`config.mk`:
```
export PLATFORM = sky130hd
export DESIGN_NAME = xor_ser_enc
export DESIGN_NICKNAME = d
export VERILOG_FILES = /design/src/rtl/xor_enc_pkg.sv /design/src/rtl/xor_keystream.sv /design/src/rtl/xor_ser_enc.sv
export SDC_FILE = /design/constraint.sdc
export NUM_CORES = 1
export LEC_CHECK = 0
export ABC_AREA = 1
export CORE_AREA = 2 2 47 49
export CTS_BUF_LIST = sky130_fd_sc_hd__clkbuf_4
export DETAILED_ROUTE_END_ITERATION = 16
export DIE_AREA = 0 0 49 51
export PLACE_DENSITY_LB_ADDON = 0.1
export SLEW_MARGIN = 20
export SYNTH_ARGS = -nofsm -noshare
export SYNTH_HDL_FRONTEND = slang
export SYNTH_SLANG_ARGS = --single-unit
```
`constraint.sdc`:
```
create_clock -name clk -period 3.6 [get_ports clk]
set_clock_uncertainty 0.1 [all_clocks]
set_input_delay 0.9 -clock clk [delete_from_list [all_inputs] [get_ports clk]]
set_output_delay 0.9 -clock clk [all_outputs]
set_load 0.01 [all_outputs]
```
`src/rtl/xor_enc_pkg.sv`:
```
// xor_enc_pkg: shared state type, LFSR constants and next-state helper for the XOR stream encoder/decoder
package xor_enc_pkg;
  typedef enum logic [1:0] {IDLE, SHIFT, PARITY} state_t;
  localparam int LFSR_W = 8;
  localparam logic [LFSR_W-1:0] TAP_MASK = 8'b0001_1101;
  localparam logic [LFSR_W-1:0] DEF_SEED = 8'hA5;
  function automatic logic [LFSR_W-1:0] lfsr_next(input logic [LFSR_W-1:0] l);
    return {^(l & TAP_MASK), l[LFSR_W-1:1]};
  endfunction
  // An all-zero seed would lock the LFSR, so it is replaced by 1.
  function automatic logic [LFSR_W-1:0] seed_of(input logic [LFSR_W-1:0] key);
    return (key == '0) ? LFSR_W'(1) : key;
  endfunction
endpackage

```
`src/rtl/xor_keystream.sv`:
```
// xor_keystream: 8-bit Fibonacci LFSR keystream, shared by encoder and decoder so both stay in lockstep
module xor_keystream
  import xor_enc_pkg::*;
#(
  parameter logic [LFSR_W-1:0] SEED = DEF_SEED
) (
  input  logic clk,
  input  logic rst,
  input  logic adv,
  output logic ks_bit
);
  logic [LFSR_W-1:0] r_lfsr;
  always_ff @(posedge clk)
    r_lfsr <= rst ? seed_of(SEED) : adv ? lfsr_next(r_lfsr) : r_lfsr;
  assign ks_bit = r_lfsr[0];
endmodule

```
`src/rtl/xor_ser_enc.sv`:
```
// xor_ser_enc: parallel-in, LSB-first serial XOR keystream encoder with registered outputs
// Define XOR_ENC_PARITY_EN to append an even-parity bit after each frame.
module xor_ser_enc
  import xor_enc_pkg::*;
#(
  parameter int                WIDTH = 8,
  parameter logic [LFSR_W-1:0] KEY   = DEF_SEED
) (
  input  logic             clk,
  input  logic             rst,
  input  logic [WIDTH-1:0] in_data,
  input  logic             in_valid,
  output logic             in_ready,
  output logic             out,
  output logic             out_valid,
  output logic             frame_start
);
  localparam int CW = $clog2(WIDTH) + 1;
  state_t           r_state;
  logic [WIDTH-1:0] r_sreg;
  logic [CW-1:0]    r_cnt;
  logic             r_out, r_out_valid, r_frame_start;
  logic             w_ks, w_accept, w_adv, w_last, w_ct;
`ifdef XOR_ENC_PARITY_EN
  logic             r_par;
`endif
  assign w_accept = (r_state == IDLE) && in_valid;
  assign w_adv    = w_accept || (r_state == SHIFT);
  assign w_last   = r_cnt == CW'(WIDTH - 1);
  // The word is held pre-shifted, so the next data bit is always at sreg[0].
  assign w_ct     = ((r_state == SHIFT) ? r_sreg[0] : in_data[0]) ^ w_ks;
  xor_keystream #(.SEED(KEY)) u_ks (
    .clk    (clk),
    .rst    (rst),
    .adv    (w_adv),
    .ks_bit (w_ks)
  );
  always_ff @(posedge clk) begin
    if (rst) begin
      r_state       <= IDLE;
      r_cnt         <= '0;
      r_out         <= 1'b0;
      r_out_valid   <= 1'b0;
      r_frame_start <= 1'b0;
    end else if (r_state == SHIFT) begin
      r_sreg        <= r_sreg >> 1;
      r_cnt         <= r_cnt + 1'b1;
      r_out         <= w_ct;
      r_out_valid   <= 1'b1;
      r_frame_start <= 1'b0;
`ifdef XOR_ENC_PARITY_EN
      r_par         <= r_par ^ w_ct;
      if (w_last) r_state <= PARITY;
`else
      if (w_last) r_state <= IDLE;
`endif
    end
`ifdef XOR_ENC_PARITY_EN
    else if (r_state == PARITY) begin
      r_out         <= r_par;
      r_out_valid   <= 1'b1;
      r_frame_start <= 1'b0;
      r_state       <= IDLE;
    end
`endif
    else if (w_accept) begin
      r_sreg        <= in_data >> 1;
      r_cnt         <= CW'(1);
      r_out         <= w_ct;
      r_out_valid   <= 1'b1;
      r_frame_start <= 1'b1;
      r_state       <= SHIFT;
`ifdef XOR_ENC_PARITY_EN
      r_par         <= w_ct;
`endif
    end else begin
      r_out         <= 1'b0;
      r_out_valid   <= 1'b0;
      r_frame_start <= 1'b0;
      r_state       <= IDLE;
    end
  end
  assign in_ready    = r_state == IDLE;
  assign out         = r_out;
  assign out_valid   = r_out_valid;
  assign frame_start = r_frame_start;
endmodule

```
After elaboration in Yosys (flattened, before gate mapping)

Index checks and enable logic that the tools add are counted.

Input bits: 11
Logic and storage cells: 33
Output and inout port bits: 4
Bits in registers: 24

Equal/unequal tests: 3
Bitwise gates (word level): 2
Mux-type cells: 12
Add/sub/neg operators: 1
Reduce and logical (&&, ||, !) cells: 7

Operator list:

| kind                  | number |
|---|---|
| $mux W4               | 2 |
| $reduce_xor A8 Y1     | 1 |
| $mux W7               | 1 |
| $mux W1               | 6 |
| $mux W6               | 1 |
| $add A4 B1 Y4 const B | 1 |
| $eq A4 B3 Y1 const B  | 1 |
| $mux W2               | 2 |
| $eq A2 B1 Y1 const B  | 1 |
| $logic_not A2 Y1      | 1 |
| $ne A2 B2 Y1 const B  | 1 |
| $reduce_and A2 Y1     | 1 |
| $reduce_bool A2 Y1    | 1 |
| $reduce_or A2 Y1      | 1 |
| $logic_and A1 B1 Y1   | 1 |
| $logic_or A1 B1 Y1    | 1 |
| $not A1 Y1            | 1 |
| $xor A1 B1 Y1         | 1 |

Logic depth before layout (Yosys ltp)

Gate-level depths: netlist (run 1).

Depth in word-level cells: 5
Mapped depth: 6
Mapped depth without buffers: 6

Hierarchy

A second synthesis (run 1) with hierarchy kept.

Cell total of the unflattened synthesis: 122
Area total of the unflattened synthesis: 958.4 um^2

Modules (own cells, without submodules):

| module        | sequential area each (um^2) | cells an instance | area an instance (um^2) | instances |
|---|---|---|---|---|
| xor_ser_enc   | 370.4                       | 74                | 620.6                   | 1 |
| xor_keystream | 160.2                       | 48                | 337.8                   | 1 |

Least setup slack after synthesis (run 1)

Ideal clock, no wire load.

Path kind: input port to flip-flop
Start: in rst
End: reg r_sreg[0], enable pin
Slack: 1878 ps
Data required time: 3181 ps
Stages: 3
Buffers on the path: 0
Library setup time: 319 ps
Arrival: 1303 ps
Cell sequence: inv_1 > nand2_1 > inv_1

Cells in the longest elaborated chain, start to end: 2

RTL lines:

| what                               | line              | source |
|---|---|---|
| start, declared                    | xor_ser_enc.sv:10 | `input logic rst,` |
| $not A1 Y1 (no source line)        | --                |  |
| $reduce_and A2 Y1 (no source line) | --                |  |
| end signal, assigned               | xor_ser_enc.sv:46 | `r_sreg <= r_sreg >> 1;` |
| end signal, assigned               | xor_ser_enc.sv:67 | `r_sreg <= in_data >> 1;` |
| end, declared                      | xor_ser_enc.sv:20 | `logic [WIDTH-1:0] r_sreg;` |

No other way between the ends.
A chain may end at the register's enable or synchronous reset.

Worst setup path in the final report (run 1)

Start: reg r_state[0]
End: out in_ready

Cells in the longest elaborated chain, start to end: 1

RTL lines:

| what                   | line              | source |
|---|---|---|
| start, declared        | xor_ser_enc.sv:19 | `state_t r_state;` |
| start signal, assigned | xor_ser_enc.sv:40 | `r_state <= IDLE;` |
| start signal, assigned | xor_ser_enc.sv:55 | `if (w_last) r_state <= IDLE;` |
| start signal, assigned | xor_ser_enc.sv:72 | `r_state <= SHIFT;` |
| $logic_not A2 Y1       | xor_ser_enc.sv:83 | `assign in_ready = r_state == IDLE;` |
| end, declared          | xor_ser_enc.sv:13 | `output logic in_ready,` |

No other way between the ends.

==> reports/qor.tcl, run 1 <==
set qor(route.vias.total) 706
set qor(floorplan.initialDensity_pct) 45.00
set qor(utilization_pct) 54.03
set qor(launch_point_of_the_worst_path) {r_state[0]$_SDFFE_PP0P_}
set qor(finalSetupViolations) 0
set qor(holdBufCountCts) 0
set qor(timing.critical_path.to_type) {primary output}
set qor(status) {complete, no violations}
set qor(route.detailed.vias_per_inst) 4.526
set qor(synth_area_leader) {dfxtp_1}
set qor(finalHoldViolCount) 0
set qor(netlist-cell-type-count) 17
set qor(clock_latency_late_sink_ns) 0.29
set qor(setup_tns_ns) 0
set qor(postLayoutSetupSlackWorst_ns) 0.9706
set qor(fp.dieArea_um2) 2499
set qor(cts_root_buf) {clkbuf_4}
set qor(grtUsageTotal_pct) 13.27
set qor(floorplan.die.width_um) 49
set qor(grt_start_max_net_pins) 15
set qor(fp.coreArea_um2) 2063
set qor(insertedDiodeCount) 0
set qor(hp-class) {flip-flop to flip-flop}
set qor(leakage_nw) 0.5076
set qor(cts.path.max_buffers) 2
set qor(cts_max_level) 1
set qor(yosys_warning_total) 0
set qor(seq_area_frac_synth_pct) 57.14
set qor(p_per_area_nw_per_um2) 434.4
set qor(tightest_slew_ns) 0.4834
set qor(firstDrtPassIters) 4
set qor(number_of_synthesized_register_bits) 23
set qor(path_clk_slew_ns) 0.11
set qor(dpl_cell_area_um2) 1085
set qor(timing.final.max_slew_violations) 0
set qor(routed_len_inst_um) 9.423
set qor(post-route-min-period_ns) 2.629
set qor(synth.net_count) 124
set qor(first_iter_violations) 16
set qor(tritoncts.num_buffers) 3
set qor(wirelength_mm) 1.470
set qor(layout.nets) 141
set qor(layout.cells.most_common) {nand2_1}
set qor(drc) 0
set qor(nFillCells) 216
set qor(synth_top_area_share_pct) 34.50
set qor(critical_path_arrival_ns) 1.63
set qor(drive_above_1_share_pct) 5.469
set qor(syn-mean-instance-area_um2) 8.289
set qor(cts_num_sinks) 23
set qor(detailedPlacementHpwl_mm) 1.076
set qor(pre_cts_ws_ns) 1.056
set qor(rsz0062_at_grt) {no}
set qor(timing.critical_path.from_type) {flip-flop}
set qor(ys_top_cells_by_area) {dfxtp_1 35%, edfxtp_1 23%, nand2_1 16%}
set qor(worstPathRequired_ns) 2.60
set qor(antenna_violations_before_repair) 0
set qor(flow.area_growth_from_synthesis_pct) 20.08
set qor(globalRoute.totalOverflow) 0
set qor(worst_r2r_start) {r_state[0]$_SDFFE_PP0P_}
set qor(core.rowCount) 17
set qor(post_cts.repair.setup_buffers) 0
set qor(hp-start) {u_ks.r_lfsr[6]$_SDFFE_PP0P_}
set qor(slew_headroom_pct) 67.73
set qor(irDropWorstVdd_v) 0.0002733
set qor(fin_total_pwr_w) 0.0004843
set qor(cp_max_fo) 14
set qor(maxClockFrequency_mhz) 380.3
set qor(cts_tree) {yes}
set qor(pin_count) 15
set qor(placement.io_buffers) 14
set qor(critical_setup_path_kind) {flip-flop to primary output}
set qor(post_synth_instance_area_um2) 928.4
set qor(grt_pass1_vias) 648
set qor(grt_pass1_wl_mm) 2.553
set qor(layout.cells.most_common_list) {40 x nand2_1, 16 x dfxtp_1, 14 x clkdlybuf4s50_1}
set qor(ant_nets_after_route) 0
set qor(stdcell_area_um2) 1115
set qor(globalplace.congestion) 0.7332
set qor(fin_crit_sh_pct) 73.04
set qor(synthesis.instances) 112
set qor(fp.dieH_um) 51
set qor(post_cts_resize_count) 0
set qor(drv.max_cap_violation_count) 0
## synth_stat cells (all sizes together)
| cell type | count |
|---|---|
| a21oi | 11 |
| buf | 2 |
| dfxtp | 16 |
| edfxtp | 7 |
| ha | 1 |
| inv | 13 |
| nand2 | 40 |
| nand3 | 2 |
| nor2 | 10 |
| o211a | 1 |
| o21ai | 7 |
| xnor2 | 1 |
| xor2 | 1 |
## state kept, by name (all words and copies together) (netlist names)
| register | count |
|---|---|
| u_ks.r_lfsr | 8 |
| r_sreg | 7 |
| out | 1 |
| frame_start | 1 |
| r_cnt | 4 |
| out_valid | 1 |
| r_state | 1 |
## metal layers
| metal | wire length (um) | share of wire [%] | GRT usage [%] | up-vias |
|---|---|---|---|---|
| li1 | - | - | - | 387 |
| met1 | 756 | 51 | 16.48 | 303 |
| met2 | 655 | 45 | 22.60 | 14 |
| met3 | 45 | 3.1 | 1.754 | 2 |
| met4 | 12 | 0.82 | 7.143 | 0 |
| met5 | 0 | 0 | 0 | - |
## report_power, final
group          internal (W)  leakage (nW)  switching [W]  total (W)
sequential         0.000288         0.200      0.0000120   0.000300
combinational     0.0000320         0.289      0.0000340  0.0000660
clock             0.0000506        0.0184      0.0000674   0.000118
total              0.000371         0.508       0.000113   0.000484
## per-stage QoR
step           cells  hold slack, ns
2_1_floorplan    112          0.3242
3_3_place_gp     152          0.3417
3_5_place_dp     152          0.3415
4_1_cts          156          0.3591
5_1_grt          156          0.3907
6_report         156          0.3554
## final timing paths
kind / to / slack (ns) / cells past startpoint
worst max-delay path: in_ready / 0.97 / 2
worst min-delay path: u_ks.r_lfsr[6]$_SDFFE_PP0P_ / 0.36 / 2
worst max register to register: r_sreg[3]$_DFFE_PP_ / 1.84 / 4
worst min register to register: u_ks.r_lfsr[6]$_SDFFE_PP0P_ / 0.36 / 2
## area by class of cell
cell class                 instances  area (um2)  area share (%)
clock buffer                       4       30.03           2.694
inverter                          13       48.80           4.377
multi-input combinational         74       330.3           29.63
sequential                        23       530.5           47.59
tap                               28       35.03           3.143
timing repair buffer              14       140.1           12.57
## worst max-delay path, cell delays in order, from the launching register on
cell	delay, ns
dfxtp_1	0.64
inv_2	0.18
clkdlybuf4s50_1	0.52
## cells by family (layout without fill, tap and decap cells)
| logic type | count (synthesis) | count (layout) | share of synthesized area (%) |
|---|---|---|---|
| AOI/OAI and AO/OA | 19 | 19 | 10.78 |
| xor gates and xnor gates | 2 | 2 | 1.887 |
| adders and majority gates | 1 | 1 | 1.347 |
| buffers and inverters | 15 | 31 | 7.278 |
| DFF | 23 | 23 | 57.14 |
| and+or+nand+nor | 52 | 52 | 21.56 |
Power figures use the tool's default switching activity.
==> inputs of run 2 (changes only) <==
clock period = 2.3 ns   (was 3.6 ns; I/O delays follow)
==> run 2 against run 1 <==
Critical path depth unchanged. Hold slack got worse by 0.0019 ns. Global-route usage increased by 1.5 points. Clock power increased by 49%. Combinational power increased by 73%. Utilization increased by 1.3 points. Die area unchanged. Critical endpoint unchanged. Highest routed layer unchanged.
==> reports/qor.tcl, run 2 (synthesis gave the netlist of run 1 again) <==
set qor(critical_setup_path_kind) {flip-flop to primary output}
set qor(slew_headroom_pct) 82.48 ;# +15 points
set qor(core.rowCount) 17 ;# unchanged
set qor(irDropWorstVdd_v) 0.0003926 ;# +44%
set qor(finalHoldViolCount) 0 ;# unchanged
set qor(setup_tns_ns) 0 ;# unchanged
set qor(utilization_pct) 55.37 ;# +1.3 points
set qor(path_cells) {inv_2 -> clkdlybuf4s50_1}
set qor(finalSetupViolations) 0 ;# unchanged
set qor(cp_max_fo) 9 ;# -5
set qor(drv.max_cap_violation_count) 0 ;# unchanged
set qor(wl_met1_um) 788 ;# +4.2%
set qor(timing.critical_path.from_type) {flip-flop}
set qor(largest_register) {u_ks.r_lfsr}
set qor(timing.final.max_slew_violations) 0 ;# unchanged
set qor(layout.nets) 145 ;# +2.8%
set qor(post-route-min-period_ns) 2.009
set qor(largest_register_ff_count) 8 ;# unchanged
set qor(firstDrtPassIters) 4 ;# unchanged
set qor(grt_pass1_vias) 665 ;# +2.6%
set qor(critical_path_arrival_ns) 1.33 ;# -0.30 ns
set qor(worst_r2r_start) {r_state[0]$_SDFFE_PP0P_}
set qor(grt_pass1_wl_mm) 2.877 ;# +13%
set qor(drive_above_1_share_pct) 8.333 ;# +2.9 points
set qor(wirelength_mm) 1.495 ;# +1.7%
set qor(fin_crit_sh_pct) 87.35
set qor(routed_len_inst_um) 9.344 ;# -0.84%
set qor(clock_latency_late_sink_ns) 0.29 ;# about the same
set qor(p_per_area_nw_per_um2) 661.8 ;# +52%
set qor(insertedDiodeCount) 0 ;# unchanged
set qor(flow.area_growth_from_synthesis_pct) 23.05
set qor(floorplan.die.width_um) 49 ;# unchanged
set qor(placement.io_buffers) 14 ;# unchanged
set qor(hp-start) {u_ks.r_lfsr[6]$_SDFFE_PP0P_}
set qor(grt_start_max_net_pins) 14 ;# -1
set qor(fp.dieArea_um2) 2499 ;# unchanged
set qor(cts_num_sinks) 23 ;# unchanged
set qor(cts_tree) {yes}
set qor(cts_max_level) 1 ;# unchanged
set qor(drc) 0 ;# unchanged
set qor(cts_root_buf) {clkbuf_4}
set qor(hp-class) {flip-flop to flip-flop}
set qor(met2_length_um) 657 ;# +0.31%
set qor(antenna_violations_before_repair) 0 ;# unchanged
set qor(timing.critical_path.to_type) {primary output}
set qor(tightest_slew_ns) 0.2625 ;# -0.2208 ns
set qor(first_iter_violations) 12 ;# -4
set qor(fin_total_pwr_w) 0.0007560 ;# +56%
set qor(post_cts_resize_count) 0 ;# unchanged
set qor(grtUsageTotal_pct) 14.81 ;# +1.5 points
set qor(fp.coreArea_um2) 2063 ;# unchanged
set qor(route.vias.total) 700 ;# -0.85%
set qor(globalplace.congestion) 0.7331 ;# about the same
set qor(dr_wl_met3_um) 33 ;# -27%
set qor(holdBufCountCts) 0 ;# unchanged
set qor(launch_point_of_the_worst_path) {r_state[0]$_SDFFE_PP0P_}
set qor(path_clk_slew_ns) 0.12 ;# about the same
set qor(worstPathRequired_ns) 1.62 ;# -0.98 ns
set qor(detailedPlacementHpwl_mm) 1.147 ;# +6.6%
set qor(ant_nets_after_route) 0 ;# unchanged
set qor(rsz0062_at_grt) {no}
set qor(critical_path.slowest_cell) {clkdlybuf4s50_1}
set qor(fp.dieH_um) 51 ;# unchanged
set qor(globalRoute.totalOverflow) 0 ;# unchanged
set qor(maxClockFrequency_mhz) 497.7
set qor(layout.cells.most_common) {nand2_1}
set qor(floorplan.initialDensity_pct) 45.00 ;# unchanged
set qor(pin_count) 15 ;# unchanged
set qor(largestRegisters) {u_ks.r_lfsr: 8 flops, r_sreg: 7 flops, r_cnt: 4 flops}
set qor(cpPeakStageDelay_ns) 0.56 ;# -0.08 ns
set qor(status) {complete, no violations}
set qor(dr.max_layer_used) {met4}
set qor(leakage_nw) 0.5266 ;# +3.7%
set qor(layout.cells.most_common_list) {40 x nand2_1, 16 x dfxtp_1, 14 x clkdlybuf4s50_1}
set qor(cts.path.max_buffers) 2 ;# unchanged
set qor(route.detailed.vias_per_inst) 4.375 ;# -3.3%
set qor(tritoncts.num_buffers) 3 ;# unchanged
set qor(post_cts.repair.setup_buffers) 0 ;# unchanged
-- run 2: cell types whose count changed in the layout (fill, tap and decap cells not counted) --
| cell | change |
|---|---|
| clkbuf_4 | -1 |
| buf_4 | +4 |
| clkinv_2 | +1 |
-- run 2: cell type report --
type                            count  area [um2]
Clock inverter                      1       5.005
Sequential cell                    23       530.5
Fill cell                         204       920.9
Timing Repair Buffer               18       170.2
Multi-Input combinational cell     74       330.3
Tap cell                           28       35.03
Inverter                           13       48.80
Clock buffer                        3       22.52
-- run 2: worst paths after layout --
| path | endpoint | slack, ns | cells past startpoint |
|---|---|---|---|
| max | in_ready | 0.29 | 2 |
| min | u_ks.r_lfsr[6]$_SDFFE_PP0P_ | 0.35 | 2 |
| max reg2reg | r_sreg[4]$_DFFE_PP_ | 0.84 | 5 |
| min reg2reg | u_ks.r_lfsr[6]$_SDFFE_PP0P_ | 0.35 | 2 |
-- run 2: layer usage --
layer | vias to the layer above | track usage (%)
met1 | 298 | 20.60
met4 | 0 | 7.143
li1 | 393 | -
met5 | - | 0
met3 | 2 | 2.047
met2 | 7 | 22.83
-- run 2: worst max-delay path: cells and delay by family (launching register included) --
kind	cells	cell delay [ns]
flops	1	0.33
buf+inv	2	0.70
-- run 2: metrics by stage --
step	hold WS [ns]	instances	worst slack, ns	instance area (um2)
4_1_cts	0.3591	160	0.2747	1142
3_5_place_dp	0.3407	156	0.2903	1115
6_report	0.3535	160	0.2909	1142
2_1_floorplan	0.3242	112	0.9026	928.4
3_3_place_gp	0.3349	156	0.3309	1115
5_1_grt	0.3986	160	0.2227	1142
-- run 2: power breakdown --
group	switching (W)	internal (W)	total [W]
Clock	0.000111	0.0000646	0.000176
Sequential	0.0000149	0.000451	0.000466
Combinational	0.0000583	0.0000554	0.000114
Total	0.000185	0.000571	0.000756
==> inputs of run 3 (changes only) <==
TNS_END_PERCENT = 20   (was unset)
==> results of run 3 <==
Final layout, timing and power as in run 2 (identical DEF).
